### src/rtl/maxpool2x2_if.sv
`default_nettype none
// ============================================================================
// Module   : maxpool2x2_if
// Purpose  : Bundles the start/finish handshake and the four memory ports of
//            the 2x2 max-pooling stage.
//              start/finish          : run handshake
//              M1/M2 R_req/addr/data : word reads of the two 26x26 input maps
//              M3/M4 W_req/addr/data : byte-enabled word writes of the pooled
//                                      13x13 maps
//            modport master : pooling engine side
//            modport slave  : memories / controller side
// Revision : 1.0 - initial release
// ============================================================================
interface maxpool2x2_if;
    logic        start;
    logic        finish;

    logic        M1_R_req;
    logic [31:0] M1_addr;
    logic [31:0] M1_R_data;
    logic        M2_R_req;
    logic [31:0] M2_addr;
    logic [31:0] M2_R_data;

    logic [3:0]  M3_W_req;
    logic [31:0] M3_addr;
    logic [31:0] M3_W_data;
    logic [3:0]  M4_W_req;
    logic [31:0] M4_addr;
    logic [31:0] M4_W_data;

    modport master (
        input  start,
        output finish,
        output M1_R_req, M1_addr,
        input  M1_R_data,
        output M2_R_req, M2_addr,
        input  M2_R_data,
        output M3_W_req, M3_addr, M3_W_data,
        output M4_W_req, M4_addr, M4_W_data
    );

    modport slave (
        output start,
        input  finish,
        input  M1_R_req, M1_addr,
        output M1_R_data,
        input  M2_R_req, M2_addr,
        output M2_R_data,
        input  M3_W_req, M3_addr, M3_W_data,
        input  M4_W_req, M4_addr, M4_W_data
    );
endinterface
`default_nettype wire

### src/rtl/maxpool2x2.sv
`default_nettype none
// ============================================================================
// Module   : maxpool2x2
// Purpose  : 2x2 stride-2 max pooling of two IN_DIM x IN_DIM byte maps
//            (M1, M2) into two OUT_DIM x OUT_DIM maps (M3, M4).
//            For every output row R the two input rows 2R/2R+1 (one aligned
//            run of OUT_DIM words) are fetched into a pair buffer per channel,
//            then OUT_DIM pooled bytes are produced, packed big-endian four per
//            word and written out as soon as a word is complete.
// Ports    : clk  - clock, rising edge
//            rst  - synchronous reset, active low
//            bus  - maxpool2x2_if.master (start/finish, M1..M4 ports)
// Revision : 1.0 - initial release
// ============================================================================
module maxpool2x2 #(
    parameter int IN_DIM    = 26,
    parameter int OUT_DIM   = IN_DIM / 2,
    parameter int OUT_BYTES = OUT_DIM * OUT_DIM
) (
    input  logic         clk,
    input  logic         rst,
    maxpool2x2_if.master bus
);

    localparam int c_pair_bytes = 2 * IN_DIM;
    localparam int c_pair_words = c_pair_bytes / 4;        // equals OUT_DIM
    localparam int c_cw         = $clog2(c_pair_words + 1);
    localparam int c_rw         = $clog2(OUT_DIM);
    localparam int c_qw         = $clog2(OUT_BYTES);
    localparam int c_bw         = $clog2(c_pair_bytes);

    localparam logic [c_cw-1:0] c_last_fetch = c_cw'(c_pair_words);
    localparam logic [c_cw-1:0] c_last_pool  = c_cw'(OUT_DIM - 1);
    localparam logic [c_rw-1:0] c_last_row   = c_rw'(OUT_DIM - 1);
    localparam logic [c_qw-1:0] c_last_q     = c_qw'(OUT_BYTES - 1);

    typedef enum logic [2:0] {
        S_IDLE  = 3'd0,
        S_FETCH = 3'd1,
        S_POOL  = 3'd2,
        S_FLUSH = 3'd3,
        S_DONE  = 3'd4
    } state_t;

    state_t            r_state;
    state_t            w_state_nxt;

    logic [c_cw-1:0]   r_cnt;       // FETCH: read slot, POOL: window index k
    logic [c_rw-1:0]   r_row;       // output row R
    logic [c_qw-1:0]   r_q;         // linear output byte index 13R+k
    logic [7:0]        r_buf1 [c_pair_bytes];
    logic [7:0]        r_buf2 [c_pair_bytes];
    logic [31:0]       r_pack1;
    logic [31:0]       r_pack2;

    logic [3:0]        r_wr_req;
    logic [31:0]       r_wr_addr;
    logic [31:0]       r_wr_data1;
    logic [31:0]       r_wr_data2;
    logic              r_finish;

    logic              w_rd_req;
    logic [31:0]       w_rd_addr;
    logic [c_bw-1:0]   w_i0, w_i1, w_i2, w_i3;
    logic [c_bw-1:0]   w_wbase;
    logic [7:0]        w_max1, w_max2;
    logic [1:0]        w_lane;
    logic [31:0]       w_pack1, w_pack2;
    logic              w_emit;
    logic [3:0]        w_mask;

    function automatic logic [7:0] max4(input logic [7:0] a, input logic [7:0] b,
                                        input logic [7:0] c, input logic [7:0] d);
        logic [7:0] m0;
        logic [7:0] m1;
        m0 = (a > b) ? a : b;
        m1 = (c > d) ? c : d;
        return (m0 > m1) ? m0 : m1;
    endfunction

    // ------------------------------------------------------------------------
    // FSM
    // ------------------------------------------------------------------------
    always_ff @(posedge clk) begin
        if (!rst) begin
            r_state <= S_IDLE;
        end else begin
            r_state <= w_state_nxt;
        end
    end

    always_comb begin
        w_state_nxt = r_state;
        case (r_state)
            S_IDLE:  if (bus.start) w_state_nxt = S_FETCH;
            S_FETCH: if (r_cnt == c_last_fetch) w_state_nxt = S_POOL;
            S_POOL: begin
                if (r_cnt == c_last_pool) begin
                    w_state_nxt = (r_row == c_last_row) ? S_FLUSH : S_FETCH;
                end
            end
            S_FLUSH: w_state_nxt = S_DONE;
            S_DONE:  if (bus.start) w_state_nxt = S_FETCH;
            default: w_state_nxt = S_IDLE;
        endcase
    end

    // ------------------------------------------------------------------------
    // Read side: the last FETCH slot only collects the final word, no request.
    // ------------------------------------------------------------------------
    always_comb begin
        w_rd_req  = (r_state == S_FETCH) && (r_cnt != c_last_fetch);
        w_rd_addr = '0;
        if (w_rd_req) begin
            w_rd_addr = (32'(r_row) * 32'(OUT_DIM) + 32'(r_cnt)) << 2;
        end
    end

    assign bus.M1_R_req = w_rd_req;
    assign bus.M2_R_req = w_rd_req;
    assign bus.M1_addr  = w_rd_addr;
    assign bus.M2_addr  = w_rd_addr;

    // ------------------------------------------------------------------------
    // Pooling datapath: window k covers bytes 2k,2k+1 of the upper row and
    // the same columns of the lower row (offset IN_DIM) in the pair buffer.
    // ------------------------------------------------------------------------
    always_comb begin
        w_i0    = c_bw'(r_cnt) << 1;
        w_i1    = w_i0 + c_bw'(1);
        w_i2    = w_i0 + c_bw'(IN_DIM);
        w_i3    = w_i2 + c_bw'(1);
        w_wbase = c_bw'(r_cnt - c_cw'(1)) << 2;

        w_max1  = max4(r_buf1[w_i0], r_buf1[w_i1], r_buf1[w_i2], r_buf1[w_i3]);
        w_max2  = max4(r_buf2[w_i0], r_buf2[w_i1], r_buf2[w_i2], r_buf2[w_i3]);

        w_lane  = r_q[1:0];
        w_pack1 = r_pack1;
        w_pack2 = r_pack2;
        case (w_lane)
            2'd0: begin w_pack1[31:24] = w_max1; w_pack2[31:24] = w_max2; end
            2'd1: begin w_pack1[23:16] = w_max1; w_pack2[23:16] = w_max2; end
            2'd2: begin w_pack1[15:8]  = w_max1; w_pack2[15:8]  = w_max2; end
            default: begin w_pack1[7:0] = w_max1; w_pack2[7:0] = w_max2; end
        endcase

        // A word leaves when its last lane fills or the map ends; the enable
        // mask covers lanes 0..w_lane, which is all four for a full word.
        w_emit = (w_lane == 2'd3) || (r_q == c_last_q);
        w_mask = {1'b1, (w_lane >= 2'd1), (w_lane >= 2'd2), (w_lane == 2'd3)};
    end

    always_ff @(posedge clk) begin
        if (!rst) begin
            r_cnt      <= '0;
            r_row      <= '0;
            r_q        <= '0;
            r_pack1    <= '0;
            r_pack2    <= '0;
            r_wr_req   <= '0;
            r_wr_addr  <= '0;
            r_wr_data1 <= '0;
            r_wr_data2 <= '0;
            r_finish   <= 1'b0;
            for (int i = 0; i < c_pair_bytes; i++) begin
                r_buf1[i] <= '0;
                r_buf2[i] <= '0;
            end
        end else begin
            // Write port is a single-cycle pulse.
            r_wr_req   <= '0;
            r_wr_addr  <= '0;
            r_wr_data1 <= '0;
            r_wr_data2 <= '0;

            case (r_state)
                S_IDLE, S_DONE: begin
                    if (bus.start) begin
                        r_cnt    <= '0;
                        r_row    <= '0;
                        r_q      <= '0;
                        r_pack1  <= '0;
                        r_pack2  <= '0;
                        r_finish <= 1'b0;
                    end else if (r_state == S_DONE) begin
                        r_finish <= 1'b1;
                    end
                end

                S_FETCH: begin
                    // Data returns one cycle after its request.
                    if (r_cnt != '0) begin
                        for (int b = 0; b < 4; b++) begin
                            r_buf1[w_wbase + c_bw'(b)] <= bus.M1_R_data[31-8*b -: 8];
                            r_buf2[w_wbase + c_bw'(b)] <= bus.M2_R_data[31-8*b -: 8];
                        end
                    end
                    r_cnt <= (r_cnt == c_last_fetch) ? '0 : r_cnt + c_cw'(1);
                end

                S_POOL: begin
                    if (w_emit) begin
                        r_wr_req   <= w_mask;
                        r_wr_addr  <= 32'({r_q[c_qw-1:2], 2'b00});
                        r_wr_data1 <= w_pack1;
                        r_wr_data2 <= w_pack2;
                        r_pack1    <= '0;
                        r_pack2    <= '0;
                    end else begin
                        r_pack1    <= w_pack1;
                        r_pack2    <= w_pack2;
                    end
                    r_q <= r_q + c_qw'(1);
                    if (r_cnt == c_last_pool) begin
                        r_cnt <= '0;
                        if (r_row != c_last_row) begin
                            r_row <= r_row + c_rw'(1);
                        end
                    end else begin
                        r_cnt <= r_cnt + c_cw'(1);
                    end
                end

                default: ;
            endcase
        end
    end

    assign bus.M3_W_req  = r_wr_req;
    assign bus.M4_W_req  = r_wr_req;
    assign bus.M3_addr   = r_wr_addr;
    assign bus.M4_addr   = r_wr_addr;
    assign bus.M3_W_data = r_wr_data1;
    assign bus.M4_W_data = r_wr_data2;
    assign bus.finish    = r_finish;

endmodule
`default_nettype wire

### src/flat_wrapper.sv
// flat-port wrapper written by rule: the top's interface ports become plain ports
module maxpool2x2_flat 
#(
    parameter int IN_DIM    = 26,
    parameter int OUT_DIM   = IN_DIM / 2,
    parameter int OUT_BYTES = OUT_DIM * OUT_DIM
)
  (clk, rst, bus_start, bus_finish, bus_M1_R_req, bus_M1_addr, bus_M1_R_data, bus_M2_R_req, bus_M2_addr, bus_M2_R_data, bus_M3_W_req, bus_M3_addr, bus_M3_W_data, bus_M4_W_req, bus_M4_addr, bus_M4_W_data);
  maxpool2x2_if bus_i ();
  input  logic clk;
  input  logic rst;
  input wire logic [$bits(bus_i.start)-1:0] bus_start;
  output wire logic [$bits(bus_i.finish)-1:0] bus_finish;
  output wire logic [$bits(bus_i.M1_R_req)-1:0] bus_M1_R_req;
  output wire logic [$bits(bus_i.M1_addr)-1:0] bus_M1_addr;
  input wire logic [$bits(bus_i.M1_R_data)-1:0] bus_M1_R_data;
  output wire logic [$bits(bus_i.M2_R_req)-1:0] bus_M2_R_req;
  output wire logic [$bits(bus_i.M2_addr)-1:0] bus_M2_addr;
  input wire logic [$bits(bus_i.M2_R_data)-1:0] bus_M2_R_data;
  output wire logic [$bits(bus_i.M3_W_req)-1:0] bus_M3_W_req;
  output wire logic [$bits(bus_i.M3_addr)-1:0] bus_M3_addr;
  output wire logic [$bits(bus_i.M3_W_data)-1:0] bus_M3_W_data;
  output wire logic [$bits(bus_i.M4_W_req)-1:0] bus_M4_W_req;
  output wire logic [$bits(bus_i.M4_addr)-1:0] bus_M4_addr;
  output wire logic [$bits(bus_i.M4_W_data)-1:0] bus_M4_W_data;
  assign bus_i.start = bus_start;
  assign bus_finish = bus_i.finish;
  assign bus_M1_R_req = bus_i.M1_R_req;
  assign bus_M1_addr = bus_i.M1_addr;
  assign bus_i.M1_R_data = bus_M1_R_data;
  assign bus_M2_R_req = bus_i.M2_R_req;
  assign bus_M2_addr = bus_i.M2_addr;
  assign bus_i.M2_R_data = bus_M2_R_data;
  assign bus_M3_W_req = bus_i.M3_W_req;
  assign bus_M3_addr = bus_i.M3_addr;
  assign bus_M3_W_data = bus_i.M3_W_data;
  assign bus_M4_W_req = bus_i.M4_W_req;
  assign bus_M4_addr = bus_i.M4_addr;
  assign bus_M4_W_data = bus_i.M4_W_data;
  maxpool2x2 #(.IN_DIM(IN_DIM), .OUT_DIM(OUT_DIM), .OUT_BYTES(OUT_BYTES)) u_core (.clk(clk), .rst(rst), .bus(bus_i));
endmodule
### config.mk
export PLATFORM = sky130hd
export DESIGN_NAME = maxpool2x2_flat
export DESIGN_NICKNAME = d
export VERILOG_FILES = /design/src/rtl/maxpool2x2_if.sv /design/src/rtl/maxpool2x2.sv /design/src/flat_wrapper.sv
export SDC_FILE = /design/constraint.sdc
export NUM_CORES = 2
export LEC_CHECK = 0
export CORE_MARGIN = 2
export CORE_UTILIZATION = 58
export DETAILED_ROUTE_END_ITERATION = 12
export DONT_BUFFER_PORTS = 1
export PLACE_DENSITY = 0.72
export SLEW_MARGIN = 20
export SYNTH_ARGS = -nofsm -noshare
export SYNTH_HDL_FRONTEND = slang
export SYNTH_SLANG_ARGS = --single-unit
### constraint.sdc
create_clock -name clk -period 7.3 [get_ports clk]
set_input_delay 1.46 -clock clk [delete_from_list [all_inputs] [get_ports clk]]
set_output_delay 1.46 -clock clk [all_outputs]
set_load 0.02 [all_outputs]
Word level (Yosys, flattened, before mapping) --
Memory sizes are Yosys's and may differ from the RTL's. A register that Yosys moved wholly into a read port is not among the register bits. Cells that the tools add are included.
Cells by class: add/subtract/negate cells 11, multiply operators 1, $lt $le $gt $ge 8, equality and inequality tests 17, multiplexer cells 70, reductions and logical operators 25
Operator list (number):
- 8-bit 2-to-1 mux | 23
- 32-bit 2-to-1 mux | 4
- 32-bit one-hot mux with 2 select lines | 2
- 6-bit 2-to-1 mux | 12
- 8-bit OR reduction | 8
- 8-bit > comparator | 6
- 4-bit 2-to-1 mux | 6
- 8-bit one-hot mux with 2 select lines | 1
- 1-bit 2-to-1 mux | 15
- 6-bit by 1-bit adder with 6-bit output (second input constant) | 2
- 6-bit by 2-bit adder with 6-bit output (second input constant) | 2
- 4-bit equality test (second input constant) | 3
- 3-bit one-hot mux with 4 select lines | 1
- 4-bit one-hot mux with 3 select lines | 1
- 8-bit by 4-bit adder with 9-bit output | 1
- 3-bit 2-to-1 mux | 3
- 4-bit by 1-bit adder with 4-bit output (second input constant) | 2
- 8-bit by 1-bit adder with 8-bit output (second input constant) | 1
- 8-bit equality test (second input constant) | 1
- 4-bit by 4-bit multiplier with 8-bit output (second input constant) | 1
- 4-bit inequality test (second input constant) | 2
- 4-bit one-hot mux with 2 select lines | 1
- 2-bit AND reduction | 4
- 5-bit by 1-bit adder with 6-bit output (second input constant) | 1
- 23 further kinds | 29
Storage, ports and cells: register bits after elaboration 184, RAM bits 832, output and inout port bits 203, memories kept 2
Memory list:
- u_core.r_buf1 | depth 52, bits a word 8, rd ports 4, clocked after memory_dff 1, wr ports 52, line maxpool2x2.sv:51 | logic [7:0] r_buf1 [c_pair_bytes];
- u_core.r_buf2 | depth 52, bits a word 8, rd ports 4, clocked after memory_dff 1, wr ports 52, line maxpool2x2.sv:52 | logic [7:0] r_buf2 [c_pair_bytes];

Logic depth before layout (Yosys ltp) --
An unclocked memory read counts as a cell.
word-level depth 10, depth in mapped cells 34, depth with buffers taken out 22

Least setup slack after synthesis --
Ideal clock, no wire load.
path kind reg2reg, start point reg u_core.r_cnt[0], end point mem u_core.r_buf1[32][0], enable pin, setup time 0.575 ns, arrival 7.310 ns, required time 6.725 ns, setup slack -0.585 ns, stages on the path, launching flop included 15, path buffers 10, period minus slack after synthesis 7.885 ns, path through dfxtp_1 > buf_6 > buf_6 > buf_6 > buf_4 > inv_2 > buf_2 > buf_1 > ha_1 > buf_4 > buf_4 > buf_2 > buf_2 > nand2_1 > o21ai_0
RTL lines:
- start, declared | line maxpool2x2.sv:48 | logic [c_cw-1:0] r_cnt;
- start signal, assigned | line maxpool2x2.sv:199 | r_cnt <= (r_cnt == c_last_fetch) ? '0 : r_cnt + c_cw'(1);
- start signal, assigned | line maxpool2x2.sv:221 | r_cnt <= r_cnt + c_cw'(1);
- end, declared | line maxpool2x2.sv:51

Worst setup path after layout --
start point reg u_core.r_cnt[1], end point reg u_core.r_wr_data2[6], in the netlist u_core.bus.M4_W_data[6]
On the way: word-level cells in the longest chain between the ends 8, elaborated cells on any way between the ends 11, classes of those cells add/sub (3); order compare (3); mux (4); memory (1)
Ends and longest elaborated chain:
- 5-bit by 5-bit adder with 6-bit output | line maxpool2x2.sv:131 | w_i2 = w_i0 + c_bw'(IN_DIM);
- 6-bit by 1-bit adder with 6-bit output | line maxpool2x2.sv:132 | w_i3 = w_i2 + c_bw'(1);
- memory read 52 x 8 bit *
- 8-bit > comparator | line maxpool2x2.sv:77 | m1 = (c > d) ? c : d;
- 8-bit 2-to-1 mux | line maxpool2x2.sv:77
- 8-bit > comparator | line maxpool2x2.sv:78 | return (m0 > m1) ? m0 : m1;
- 8-bit 2-to-1 mux * | line maxpool2x2.sv:78
- 8-bit 2-to-1 mux * | line maxpool2x2.sv:141 | case (w_lane)
- end signal, assigned | line maxpool2x2.sv:207 | r_wr_data2 <= w_pack2;
- end, declared | line maxpool2x2.sv:59 | logic [31:0] r_wr_data2;
Every way passes the cells marked *; elsewhere a longest branch is shown, timed or not. A chain may end at the register's enable or synchronous reset.

==> impl_metrics.csv <==
group,metric,value,unit
run_status,status,"completed",
layout,layout_commonest_cell,"edfxtp_1",
global_routing,grt_first_pass_wirelength,212000,µm
clocking,postCtsSetupBuffers,0,
place,place_hpwl,87100,µm
timing,drv_slew,0,
power_and_ir_drop,power_switching,7.50,mW
yosys,avgSynthCellArea,14.5,µm²
yosys,synth.top_cell.area_share,0.549,
timing,max_freq,144,MHz
clocking,clock-sinks,1186,
layout,syn2layout_area_growth,8.52,%
yosys,synth_warnings,0,
route,dr.max_layer_used,"met4",
global_routing,grt_max_degree,107,
power_and_ir_drop,p_leak,22.0,nW
die,die-area,0.0991,mm²
clocking,cts_max_level,3,
timing,tightest_slew,1.15,ns
global_routing,antenna_found_initial,3,
place,place_area,0.0569,mm²
setup_path,endpoint_kind,"register",
setup_path,worst_ep_required_time,7.95,ns
job,cap_violations,0,
clocking,numCtsBuffers,119,
power_and_ir_drop,swShare,0.347,
layout,seq_area,0.0340,mm²
global_routing,groute.usage.overall,0.292,
layout,fill_cells,6857,
power_and_ir_drop,ir_worst_vdd,0.000430,V
timing,hold_viol_final,0,
layout,final_cell_mix,"edfxtp_1, and2_1, mux4_2",
yosys,ys_ff_latch,1186,
die,initial_core_util,0.582,
clocking,clk_pin_slew,0.06,ns
route,drtPass1Iterations,5,
global_routing,grt.overflow.total,0,
clocking,cts_buffer_depth,3,
route,met2RoutedLength,66500,µm
yosys,syn-cell-area,0.0560,mm²
route,antenna_left,0,
clocking,insertion_delay,0.73,ns
place,place.gp.congestion,0.915,
setup_path,cp.arrival,7.61,ns
layout,drive_gt1_frac,0.186,
yosys,yosysTopAreaCell,"edfxtp_1",
yosys,synth.top_cells.by_area,"edfxtp_1, mux4_2, and2_1",
timing,clock_skew,0.0391,ns
yosys,async_reset_ff_frac,0,
clocking,cts_tree,"yes",
worst_hold_path,min_path_type,"register to register",
route,post_drt_wl_per_cell,27.9,µm
power_and_ir_drop,clkPwrFrac,0.277,
layout,multiInputGateArea,0.0202,mm²
setup_path,critical_path.max_fanout,32,
clocking,cts_root_buf,"clkbuf_16",
yosys,yosysSeqAreaShare,0.607,
route,drc_errors,0,
power_and_ir_drop,p_per_area,355,mW/mm²
die,rows,114,
timing,finalCritPeriodShare,0.954,
setup_path,worstSetupPathType,"register to register",
yosys,yosysUniqueCellTypes,74,
timing,rsz0062_at_grt,"false",
power_and_ir_drop,seqPwrFrac,0.359,
route,wl_met1,56400,µm
layout,fin_cells,5129,
timing,slew_headroom,0.228,
layout,fin_nets,3902,
power_and_ir_drop,p_int,14.1,mW
route,vias,32413,
power_and_ir_drop,pwr-share-comb,0.364,
die,io_pins,270,
yosys,synth_cells,3852,
route,routed_via_density,6.32,
yosys,synthFlopType,"edfxtp_1",
global_routing,grt_pass1_vias,32242,
place,portBuffers,0,
die,core,0.0963,mm²
timing,setup_viol,0,
yosys,synth_enable_flop_cells,1024,
layout,stdcell_area,0.0608,mm²
die,die_h,315,µm
route,route.met3.wl,15700,µm
setup_path,startpoint_type,"register",
die,die_w,315,µm
route,drtIter0Drc,4099,
place,dp_cells,4907,
timing,fin_crit,6.96,ns
route,routed_wl,143000,µm
-- stage by stage --
| stage | hold slack [ns] | utilization | setup WS, ns | total power, mW | TNS [ns] |
|---|---|---|---|---|---|
| finish | 0.450 | 0.632 | 0.339 | 21.6 | 0 |
| CTS | 0.447 | 0.631 | 0.448 | 21.6 | 0 |
| global route | 0.465 | 0.631 | 0.00769 | 22.5 | 0 |
| global placement | 0.432 | 0.591 | 0.569 | 15.5 | 0 |
| floorplan | 0.426 | - | -0.585 | 13.6 | -292.63 |
| detailed placement | 0.439 | 0.591 | 0.478 | 15.6 | 0 |
-- metal layers --
| metal | track usage | vias to the layer above |
|---|---|---|
| met5 | 0 | - |
| met4 | 0.0940 | 0 |
| met3 | 0.0691 | 240 |
| met2 | 0.454 | 1702 |
| met1 | 0.411 | 16560 |
| li1 | - | 13911 |
-- final timing paths --
check / from / to / slack (ns) / cells after the start
worst max-delay path: u_core.r_cnt[1]$_SDFFE_PN0P_ / u_core.bus.M4_W_data[6]$_SDFF_PN0_ / 0.34 / 23
worst min-delay path: u_core.r_pack1[9]$_SDFFE_PN0P_ / u_core.r_pack1[9]$_SDFFE_PN0P_ / 0.45 / 2
worst max register to register: u_core.r_cnt[1]$_SDFFE_PN0P_ / u_core.bus.M4_W_data[6]$_SDFF_PN0_ / 0.34 / 23
worst min register to register: u_core.r_pack1[9]$_SDFFE_PN0P_ / u_core.r_pack1[9]$_SDFFE_PN0P_ / 0.45 / 2
-- power by group through the flow --
stage	Clock, mW	Sequential (mW)	Combinational, mW
6_report	5.98	7.77	7.87
5_1_grt	6.27	7.79	8.43
4_1_cts	6.02	7.77	7.77
3_5_place_dp	0	7.91	7.73
3_3_place_gp	0	7.90	7.61
2_1_floorplan	0	7.83	5.79
-- final cells by class --
class                           count  area share
Sequential cell                  1186       0.559
Antenna cell                        3    0.000123
Tap cell                         1276      0.0263
Timing Repair Buffer              102      0.0150
Clock buffer                      152      0.0544
Clock inverter                     66     0.00835
Multi-Input combinational cell   2285       0.333
Inverter                           59     0.00364
-- cells by family (layout without fill, tap and decap cells) --
logic type / count (synthesis) / count (layout) / share of synthesized area
simple gates: 1304 / 1304 / 0.133
flops: 1186 / 1186 / 0.607
buf+inv: 478 / 379 / 0.0451
mux: 419 / 419 / 0.149
compound gates: 369 / 369 / 0.0449
fa+ha+maj: 82 / 82 / 0.0186
xor+xnor: 13 / 13 / 0.00230
other cells: 1 / 101 / 0.0000669
-- cell usage after synthesis, drive strengths merged (12+ instances only) --
library cell  instances
a31oi                25
o311ai               12
and3                 25
clkbuf              206
nand4                12
nor2b                17
mux4                328
nand3                49
nand2b               17
a21o                 20
o21ai                89
buf                 213
and2                846
mux2                 27
nor3b                24
ha                   80
nand2               208
a22o                 40
edfxtp             1024
a21oi                77
inv                  59
mux2i                64
a22oi                25
nor2                 72
dfxtp               162
-- state kept, by name (all words and copies together) (netlist names), named ones only --
signal	cells
u_core.r_buf2	512
u_core.r_row	4
u_core.bus.finish	1
u_core.bus.M4_W_data	32
u_core.bus.M3_W_req	4
u_core.bus.M3_addr	6
u_core.r_pack1	32
u_core.r_cnt	4
u_core.r_state	3
u_core.r_pack2	32
u_core.r_buf1	512
u_core.r_q	8
u_core.bus.M3_W_data	32
-- worst max-delay path: stages (launching register included) --
cell	delay (ns)
dfxtp_4	0.70
inv_1	0.22
ha_4	0.66
buf_4	0.36
buf_4	0.40
mux4_2	0.37
mux2i_1	0.15
o22a_1	0.25
o21ai_0	0.38
ha_1	0.45
nand4_1	0.11
or2_2	0.32
o21a_1	0.21
mux2i_1	0.16
buf_4	0.19
ha_1	0.32
o211ai_1	0.10
a21oi_1	0.18
o21a_1	0.33
nor2_1	0.10
buf_4	0.16
a211oi_2	0.34
buf_4	0.24
a21o_1	0.13
-- repair_timing --
action                                 CTS  global route
endpoints found under the hold margin    0             0
hold buffers                             0             0
setup endpoints to repair                0            25
resized for setup                        0             2
(Power assumes the default switching activity.)
